`config.mk`:
```
export PLATFORM = sky130hd
export DESIGN_NAME = store_block
export DESIGN_NICKNAME = d
export VERILOG_FILES = /design/src/rtl/store_block.sv
export SDC_FILE = /design/constraint.sdc
export NUM_CORES = 1
export LEC_CHECK = 0
export CAP_MARGIN = 20
export CORE_ASPECT_RATIO = 1.4
export CORE_MARGIN = 8
export CORE_UTILIZATION = 40
export CTS_CLUSTER_SIZE = 16
export DETAILED_ROUTE_END_ITERATION = 10
export GPL_TIMING_DRIVEN = 0
export HOLD_SLACK_MARGIN = 0.05
export PLACE_DENSITY = 0.84
export SLEW_MARGIN = 20
export SYNTH_ARGS = -nofsm -noshare
export SYNTH_HDL_FRONTEND = slang
export SYNTH_SLANG_ARGS = --single-unit
```
`constraint.sdc`:
```
create_clock -name clk -period 2 [get_ports clk]
set_input_delay 0.3 -clock clk [delete_from_list [all_inputs] [get_ports clk]]
set_output_delay 0.3 -clock clk [all_outputs]
set_load 0.05 [all_outputs]
```
`src/rtl/store_block.sv`:
```
// Store path: queues store requests, reads the register file, and hands the operand to the host on valid/ready.
// Optional build macro STORE_BLOCK_PARITY_EN adds the out_parity output.
module store_block #(
  parameter int DEPTH = 2
) (
  input  logic        clk,
  input  logic        nrst,
  input  logic        enable,
  input  logic [3:0]  src_in,
  output logic        full,
  output logic        overflow,
  output logic        rf_rd_en,
  output logic [3:0]  rf_sel,
  input  logic [31:0] rf_data,
  output logic        out_valid,
  input  logic        out_ready,
  output logic [31:0] out_operand,
  output logic [3:0]  out_src,
`ifdef STORE_BLOCK_PARITY_EN
  output logic        done,
  output logic        out_parity
`else
  output logic        done
`endif
);

  typedef enum logic [1:0] {IDLE, READ, CAPT, DRIVE} state_t;

  state_t      state, state_nxt;
  logic [3:0]  q_mem [DEPTH];
  logic        wr_ptr, rd_ptr;
  logic [1:0]  q_cnt;
  logic        empty, pop, push, hs;

  assign empty = (q_cnt == 2'd0);
  assign full  = (q_cnt == 2'(DEPTH));
  assign hs    = out_valid & out_ready;
  // A full queue can still take a request in the cycle its head is popped
  assign push  = enable & (~full | pop);

  always_ff @(posedge clk or negedge nrst) begin
    if (!nrst) state <= IDLE;
    else       state <= state_nxt;
  end

  always_comb begin
    state_nxt = state;
    pop       = 1'b0;
    case (state)
      IDLE: if (!empty) begin
        pop       = 1'b1;
        state_nxt = READ;
      end
      READ:  state_nxt = CAPT;
      CAPT:  state_nxt = DRIVE;
      DRIVE: if (hs) begin
        pop       = ~empty;
        state_nxt = empty ? IDLE : READ;
      end
      default: state_nxt = IDLE;
    endcase
  end

  always_ff @(posedge clk or negedge nrst) begin
    if (!nrst) begin
      for (int i = 0; i < DEPTH; i++) q_mem[i] <= '0;
      wr_ptr   <= 1'b0;
      rd_ptr   <= 1'b0;
      q_cnt    <= 2'd0;
      overflow <= 1'b0;
    end else begin
      if (push) begin
        q_mem[wr_ptr] <= src_in;
        wr_ptr        <= ~wr_ptr;
      end
      if (pop) rd_ptr <= ~rd_ptr;
      case ({push, pop})
        2'b10:   q_cnt <= q_cnt + 2'd1;
        2'b01:   q_cnt <= q_cnt - 2'd1;
        default: q_cnt <= q_cnt;
      endcase
      if (enable && full && !pop) overflow <= 1'b1;
    end
  end

  always_ff @(posedge clk or negedge nrst) begin
    if (!nrst) begin
      rf_rd_en    <= 1'b0;
      rf_sel      <= '0;
      out_valid   <= 1'b0;
      out_operand <= '0;
      out_src     <= '0;
      done        <= 1'b0;
    end else begin
      rf_rd_en <= pop;
      done     <= hs;
      if (pop) rf_sel <= q_mem[rd_ptr];
      // rf_sel is still the index read two cycles ago, so it tags the captured data
      if (state == CAPT) begin
        out_valid   <= 1'b1;
        out_operand <= rf_data;
        out_src     <= rf_sel;
      end else if (hs) begin
        out_valid <= 1'b0;
      end
    end
  end

`ifdef STORE_BLOCK_PARITY_EN
  always_ff @(posedge clk or negedge nrst) begin
    if (!nrst)              out_parity <= 1'b0;
    else if (state == CAPT) out_parity <= ^rf_data;
  end
`endif

endmodule
```
==> results.md, run 1 <==
- Status: finished, final reports clean
- Max-cap viol count: 0
- Worst slack, placed: -269 ps
- Finished Cell Area: 0.00357 mm^2
- Post-DRT Antenna Nets: 0
- Die height: 107 um
- Drt drc: 0
- Warnings from Yosys: 0
- Iter 0 DRT Violations: 61
- Achievable frequency: 0.512 GHz
- Share of cells above drive strength 1: 0.337
- Final Routed Wirelength: 5230 um
- Die area: 0.00872 mm^2
- Worst skew pair latency: 320 ps
- Worst hold slack: 32.4 ps
- Register area share after synthesis: 0.609
- Critical Path Max Stage Delay: 420 ps
- Vias in the first global route: 1684
- Layout net count: 292
- Drt first pass iters: 4
- Fillers: 461
- Pins Over Slew Limit: 0
- Synth Area per Inst: 15.9 um^2
- Final setup margin: 45.1 ps
- IO Count: 85
- CTS Sinks: 58
- Cell area after synthesis: 0.00238 mm^2
- Worst-margin pin slew: 715 ps
- Routability congestion estimate: 0.750
- Synth-to-layout area growth: 49.7%
- Rows: 33
- Drt via density: 4.83
- HPWL after DPL: 3940 um
- # setup viols final: 0
- RR Endpoint: q_cnt[1]
- Die width: 81.3 um
- PortBufs: 84
- Gr usage total: 0.123
- Hold Vio Cnt, Final: 0
- H-tree depth: 3
- RSZ-0062 raised after global routing: true
- Initial Utilization: 0.410
- Placed cell area: 0.00331 mm^2
- Core Area: 0.00582 mm^2
- Clk pin slew, worst setup/hold paths: 60 ps
- Setup Skew: 4.11 ps
- Syn Inst Count: 150
- Worst r2r path cells: 7
- Min Clock Period, post-route: 1950 ps
- Synth cell types: 26
- CTS tree: built
- GR Overflow Total: 0
- Clock root cell: clkbuf_8
- WL/cell: 16.2 um
- Initial antenna violation count: 0
- First-pass GRT wire length: 8210 um
- Crit path launch type: flip-flop
- Reg2reg start: state[0]
- R2R Setup Slk: 50 ps
- Num CTS Buffers: 9
- Vias: 1554
- Worst-path cell chain: inv_2 -> ha_4 -> nand4b_4 -> a31o_2 -> ha_1 -> nor2_1 -> xor2_1
- Crit path DAT: 2200 ps
- #FFs+latches synth: 58
- ANT cells: 0
- Period utilization: 0.977
- Syn_nets: 195
- Hold crit path type: input pin to async pin
- Crit path required time: 2240 ps
- CP max-delay cell: dfrtp_1
- WS Path Type: flip-flop to flip-flop
- Clk buf depth: 2
- Slew headroom: 0.523
- CP Capture Type: flip-flop
- Largest net degree at the start of global routing: 59
- CP max FO: 4
==> cells in the final DEF, fill, tap and decap left out <==
| cell | n |
|---|---|
| bufinv_16 | 2 |
| a21o_1 | 1 |
| clkdlybuf4s50_1 | 82 |
| o21ai_0 | 1 |
| mux2_2 | 49 |
| clkbuf_1 | 1 |
| xnor2_1 | 3 |
| nor2_1 | 3 |
| inv_2 | 2 |
| a221oi_1 | 1 |
| clkinv_2 | 2 |
| a41o_1 | 1 |
| ha_1 | 4 |
| mux2_4 | 4 |
| ha_4 | 1 |
| a31o_2 | 1 |
| nor3_4 | 1 |
| a22o_1 | 1 |
| clkinvlp_4 | 1 |
| buf_2 | 3 |
| nor2b_2 | 1 |
| nand3b_1 | 1 |
| clkbuf_8 | 10 |
| xor2_1 | 2 |
| nand2b_2 | 1 |
| nand2_1 | 2 |
| dfrtp_1 | 58 |
| a311oi_4 | 1 |
| inv_1 | 3 |
| a31oi_1 | 1 |
| clkdlybuf4s15_1 | 1 |
| buf_4 | 4 |
| o22a_1 | 1 |
| a31oi_2 | 1 |
| nand4b_4 | 1 |
==> sequential cells by signal, indices dropped and copies added (netlist names) <==
name         cells
state            2
out_src          4
wr_ptr           1
out_valid        1
q_cnt            2
q_mem            8
rf_rd_en         1
rf_sel           4
done             1
rd_ptr           1
out_operand     32
overflow         1
==> critical path, delay by kind of cell (launching register included) <==
family | cells | cell delay (ps)
fa+ha+maj | 2 | 530
flops | 1 | 420
simple gates | 2 | 360
compound gates | 1 | 300
xor+xnor | 1 | 150
buf+inv | 1 | 120
==> how the worst max path moves through the flow <==
stage / from / end / slack [ps] / cells past startpoint
after global placement: nrst / out_operand[30] / -1190 / 1
final: state[0] / q_cnt[1] / 50 / 7
after detailed placement: out_ready / q_cnt[1] / -270 / 6
after global routing: state[0] / q_cnt[1] / -30 / 8
after floorplan: out_valid / q_cnt[1] / 80 / 5
after CTS: state[1] / q_cnt[1] / 1 / 7
==> final cells by class <==
type	count	area [um^2]	share of cell area
sequential	58	1450	0.407
multi-input combinational	83	917	0.257
timing repair buffer	87	861	0.241
clock buffer	11	141	0.0396
tap	70	87.6	0.0245
clock inverter	5	77.6	0.0217
inverter	5	18.8	0.00526
buffer	3	15.0	0.00421
==> what timing repair did <==
action | 4_1_cts | 5_1_grt
resized for setup | 5 | 2
pin swaps | 0 | 2
setup endpoints to repair | 7 | 35
hold buffers | 0 | 0
setup buffers | 0 | 3
==> routing by layer <==
layer	vias to the layer above	part of all wire	global-route usage
met2	55	0.52	0.210
met3	7	0.086	0.0443
met1	765	0.38	0.131
met5	-	0	0
li1	727	-	-
met4	0	0.016	0.0538
==> cells in the mapped netlist (all sizes together) <==
master | count | area, um^2
a31o | 1 | 8.76
xor2 | 2 | 17.5
a41o | 1 | 10.0
buf | 3 | 15.0
nor2 | 3 | 11.3
ha | 5 | 62.6
a22o | 1 | 8.76
a221oi | 1 | 8.76
nand2b | 1 | 6.26
dfrtp | 58 | 1450
a311oi | 1 | 26.3
o21ai | 1 | 5.00
clkbuf | 1 | 3.75
nor2b | 1 | 8.76
mux2 | 53 | 612
a21o | 1 | 7.51
a31oi | 2 | 18.8
nand2 | 2 | 7.51
inv | 5 | 18.8
xnor2 | 3 | 26.3
o22a | 1 | 8.76
nand4b | 1 | 23.8
nor3 | 1 | 10.0
nand3b | 1 | 7.51
==> logic make-up (layout without fill, tap and decap cells) <==
group,Yosys count,after routing,share of synthesized area
adder cells (fa/ha/maj),5,5,0.0262
buffers and inverters,9,111,0.0157
AND/OR/NAND/NOR,10,10,0.0315
XOR/XNOR,5,5,0.0184
AO/OA/AOI/OAI,10,10,0.0430
multiplexers,53,53,0.257
flip-flops,58,58,0.609
==> through the flow <==
| step | instances | TNS [ps] | util |
|---|---|---|---|
| after detailed placement | 304 | -879 | 0.569 |
| after global routing | 322 | -29.1 | 0.613 |
| after global placement | 304 | -69600 | 0.569 |
| after CTS | 320 | 0 | 0.610 |
| final | 322 | 0 | 0.613 |
| after floorplan | 150 | 0 | - |
Power of run 1 is left out: the tool's default activity adds up to more than one toggle a clock period on the data nets, which glitch-free logic cannot reach.
==> run 2: changes to the inputs <==
CORE_UTILIZATION = 44   (was 40)
PLACE_DENSITY = 0.88   (was 0.84)
clock period = 2.17 ns   (was 2 ns; I/O delays follow)
==> results.md, run 2 (synthesis gave the netlist of run 1 again) <==
- Crit path DAT: 2250 ps
- # setup viols final: 0
- Drt drc: 0
- Die height: 103 um
- Placed Cells: 300
- CTS tree: built
- WL/cell: 17.2 um
- Reg2reg start: state[0]
- Crit path buffers/inverters: 1
- CP max-delay cell: dfrtp_1
- Final setup margin: 167 ps
- Worst skew pair latency: 330 ps
- CTS Sinks: 58
- H-tree depth: 3
- IO Count: 85
- Die area: 0.00807 mm^2
- CP Capture Type: flip-flop
- Slew headroom: 0.525
- Achievable frequency: 0.499 GHz
- Worst-margin pin slew: 713 ps
- Rows: 31
- CP delay by family, top: adder cells
- Crit path required time: 2420 ps
- GR Overflow Total: 0
- Clock root cell: clkbuf_8
- Num CTS Buffers: 9
- Critical Path Max Stage Delay: 410 ps
- Biggest register: out_operand
- Hold crit path type: input pin to async pin
- RSZ-0062 raised after global routing: false
- Commonest cells after routing, fill and taps aside: clkdlybuf4s50_1 (82), dfrtp_1 (58), mux2_2 (49)
- FF+latch area: 0.00145 mm^2
- Iter 0 DRT Violations: 51
- Share of cells above drive strength 1: 0.320
- Top Registers: out_operand (32), q_mem (8)
- Routability congestion estimate: 0.770
- Status: finished, final reports clean
- Die width: 78.2 um
- Clk pin slew, worst setup/hold paths: 60 ps
- Post-CTS setup buffer count: 0
- Commonest non-fill, non-tap cell in the layout: clkdlybuf4s50_1
- R2R Setup Slk: 170 ps
- HPWL after DPL: 4100 um
- CP max FO: 4
- Gr usage total: 0.141
- Initial antenna violation count: 0
- Max-cap viol count: 0
- Area of the multi-input gates: 917 um^2
- Crit path launch type: flip-flop
- RR Endpoint: q_cnt[1]
- Largest net degree at the start of global routing: 59
- Met2 Routed Length: 2830 um
- Post-DRT Antenna Nets: 0
- Hold Vio Cnt, Final: 0
- Top Layer Used: met4
- Core Area: 0.00520 mm^2
- Worst r2r path cells: 7
- PortBufs: 84
- Worst slack, placed: -121 ps
- Setup Skew: 3.46 ps
- Final Routed Wirelength: 5430 um
- Worst setup path end: q_cnt[1]
- Drt via density: 4.98
- Clk buf depth: 2
- Initial Utilization: 0.459
- Setup crit start: state[0]
- WL met3: 385 um
- Sum Neg Setup Slack: 0 ps
- Worst path depth: 7
- Worst hold slack: 55.6 ps
- ANT cells: 0
- First-pass GRT wire length: 8740 um
- WS Path Type: flip-flop to flip-flop
- Vias in the first global route: 1752
- Min Clock Period, post-route: 2000 ps
- Fin cells: 316
- Vias: 1575
- Pins Over Slew Limit: 0
- Period utilization: 0.923
- Worst-path cell chain: inv_1 -> ha_4 -> nand4b_4 -> a31o_2 -> ha_1 -> nor2_1 -> xor2_1
- Largest register FFs: 32
- Metal-1 WL: 2130 um
- Layout net count: 290
- Fillers: 374
- Synth-to-layout area growth: 48.6%
- Drt first pass iters: 3
[run 2: through the flow]
step,area [um^2],utilization
6_report,3540,0.682
5_1_grt,3540,0.682
4_1_cts,3520,0.678
3_5_place_dp,3310,0.636
3_3_place_gp,3310,0.636
2_1_floorplan,2380,-
[run 2: metal layers]
metal,global-route usage,vias up
li1,-,727
met3,0.0576,11
met4,0.0730,0
met5,0,-
met1,0.145,780
met2,0.242,57
[run 2: worst register-to-register path: cells and delay by family (launching register included)]
| family | cells | cell delay (ps) |
|---|---|---|
| fa+ha+maj | 2 | 550 |
| flops | 1 | 410 |
| simple gates | 2 | 360 |
| compound gates | 1 | 300 |
| xor+xnor | 1 | 170 |
| buf+inv | 1 | 150 |
[run 2: what timing repair did]
| item | in CTS | in global routing |
|---|---|---|
| cloned | 0 | 0 |
| resized for setup | 1 | 3 |
| hold buffers | 0 | 0 |
| endpoints found under the hold margin | 0 | 0 |
| endpoints found under the setup margin | 1 | 1 |
[run 2: worst min path at each step]
stage / startpoint / endpoint / slack, ps / cells after the start
finish: nrst / out_operand[19] / 60 / 1
global route: nrst / out_operand[19] / 100 / 1
CTS: nrst / rf_sel[3] / 60 / 1
detailed placement: nrst / out_operand[13] / 430 / 1
global placement: overflow / overflow / 450 / 1
floorplan: nrst / done / 30 / 0
[run 2: layout make-up]
type	instances	share of cell area
sequential	58	0.409
multi-input combinational	83	0.259
timing repair buffer	84	0.236
clock buffer	11	0.0399
tap	66	0.0233
clock inverter	5	0.0219
buffer	4	0.00529
inverter	5	0.00529
Power of run 2 is left out for the same reason.
==> run 3: changes to the inputs <==
--- a/config.mk
+++ b/config.mk
@@ -6,9 +6,8 @@
 export NUM_CORES = 1
 export LEC_CHECK = 0
-export CAP_MARGIN = 20
 export CORE_ASPECT_RATIO = 1.4
 export CORE_MARGIN = 8
 export CORE_UTILIZATION = 44
-export CTS_CLUSTER_SIZE = 16
+export CTS_CLUSTER_SIZE = 20
 export DETAILED_ROUTE_END_ITERATION = 10
 export GPL_TIMING_DRIVEN = 0
==> constraint.sdc (replaced) <==
create_clock -name clk -period 2.17 [get_ports clk]
set_input_delay 0.3255 -clock clk [delete_from_list [all_inputs] [get_ports clk]]
set_output_delay 0.3255 -clock clk [all_outputs]
set_load 0.02 [all_outputs]
==> results.md, run 3 (synthesis gave the netlist of run 1 again) <==
- Die width: 78.2 um
- Initial antenna violation count: 0
- CTS tree: built
- Vias in the first global route: 1752
- Top Registers: out_operand (32), q_mem (8)
- Worst-margin pin slew: 713 ps
- Period utilization: 0.952
- ANT cells: 0
- First-pass GRT wire length: 8740 um
- Worst r2r path cells: 7
- Die height: 103 um
- Biggest register: out_operand
- Routability congestion estimate: 0.770
- Met2 Routed Length: 2830 um
- Clock root cell: clkbuf_8
- Post-DRT Antenna Nets: 0
- IO Count: 85
- Commonest non-fill, non-tap cell in the layout: clkdlybuf4s50_1
- Commonest cells after routing, fill and taps aside: clkdlybuf4s50_1 (83), dfrtp_1 (58), mux2_2 (49)
- HPWL after DPL: 4100 um
- Power Dens Cells: 1710 mW/mm^2
- Achievable frequency: 0.484 GHz
- Die area: 0.00807 mm^2
- Crit path DAT: 1740 ps
- Slew headroom: 0.525
- WL met3: 385 um
- R2R Setup Slk: 170 ps
- GR Overflow Total: 0
- Core Area: 0.00520 mm^2
- Initial Utilization: 0.459
- H-tree depth: 3
- Largest register FFs: 32
- CTS Sinks: 58
- CP max FO: 5
- CP Capture Type: output pin
- Top Layer Used: met4
- Status: finished, final reports clean
- RSZ-0062 raised after global routing: false
- Drt first pass iters: 3
- Clk buf depth: 2
- Post-CTS setup buffer count: 0
- Clk pin slew, worst setup/hold paths: 60 ps
- Final Util: 0.682
- Largest net degree at the start of global routing: 59
- Synth-to-layout area growth: 48.7%
- Maximum VDD drop: 898 uV
- Drt via density: 4.98
- Vias: 1575
- Metal-1 WL: 2130 um
- Lkg Pwr: 1.51 nW
- RR Endpoint: q_cnt[1]
- WL/cell: 17.2 um
- Rows: 31
- Hold crit path type: input pin to async pin
- WS Path Type: flip-flop to output pin
- Drt drc: 0
- # setup viols final: 0
- Worst hold slack: 55.6 ps
- Setup Skew: 3.46 ps
- Share of cells above drive strength 1: 0.320
- Gr usage total: 0.141
- Iter 0 DRT Violations: 51
- Tot Pwr: 0.00606 W
- Crit path required time: 1840 ps
- Final Routed Wirelength: 5430 um
- Hold Vio Cnt, Final: 0
- PortBufs: 84
- Pins Over Slew Limit: 0
- Worst skew pair latency: 330 ps
- Crit path launch type: flip-flop
- Min Clock Period, post-route: 2070 ps
- Sum Neg Setup Slack: 0 ps
- Layout net count: 290
- Max-cap viol count: 0
- Num CTS Buffers: 9
- Reg2reg start: state[0]
-- run 3: changes by cell type in the layout (fill, tap and decap cells not counted) --
| cell | before | now |
|---|---|---|
| clkdlybuf4s50_1 | 82 | 83 |
| dlygate4sd2_1 | 1 | 0 |
-- run 3: per-layer routing --
| layer | GRT usage | vias to the layer above |
|---|---|---|
| met4 | 0.0730 | 0 |
| met1 | 0.145 | 780 |
| li1 | - | 727 |
| met5 | 0 | - |
| met2 | 0.242 | 57 |
| met3 | 0.0576 | 11 |
-- run 3: power by group --
group          switching, W  internal [W]  total (W)
clock network      0.000411      0.000674    0.00108
registers          0.000342       0.00164    0.00198
logic               0.00133       0.00165    0.00299
-- run 3: timing repair --
| action | 4_1_cts | 5_1_grt |
|---|---|---|
| hold endpoints to repair | 0 | 0 |
| hold buffers | 0 | 0 |
| setup endpoints to repair | 0 | 1 |
| gates resized for setup | 0 | 3 |
-- run 3: area by class of cell --
type,count,area (um^2)
Buffer,4,18.8
Clock buffer,11,141
Clock inverter,5,77.6
Fill cell,373,1650
Inverter,5,18.8
Multi-Input combinational cell,83,917
Sequential cell,58,1450
Tap cell,66,82.6
Timing Repair Buffer,84,838
-- run 3: how the worst max path moves through the flow --
stage               startpoint              to  slack, ps  cells past startpoint
floorplan             state[0]        q_cnt[1]        260                      7
global placement          nrst  out_operand[3]      -1000                      1
detailed placement   out_ready        q_cnt[1]       -120                      6
CTS                   state[0]        q_cnt[1]         30                      6
global route          q_cnt[0]            full         40                      2
finish                q_cnt[0]            full        100                      2
-- run 3: through the flow --
| stage | cell area [um^2] | instances | setup slack [ps] |
|---|---|---|---|
| after floorplan | 2380 | 150 | 264 |
| after global placement | 3310 | 300 | -1000 |
| after detailed placement | 3310 | 300 | -121 |
| after CTS | 3520 | 316 | 31.2 |
| after global routing | 3550 | 316 | 43.0 |
| final | 3550 | 316 | 105 |
-- run 3: critical path: stages (launching register included) --
cell	delay, ps
dfrtp_1	440
nor2b_2	300
clkdlybuf4s50_1	670
Power figures use the tool's default switching activity.
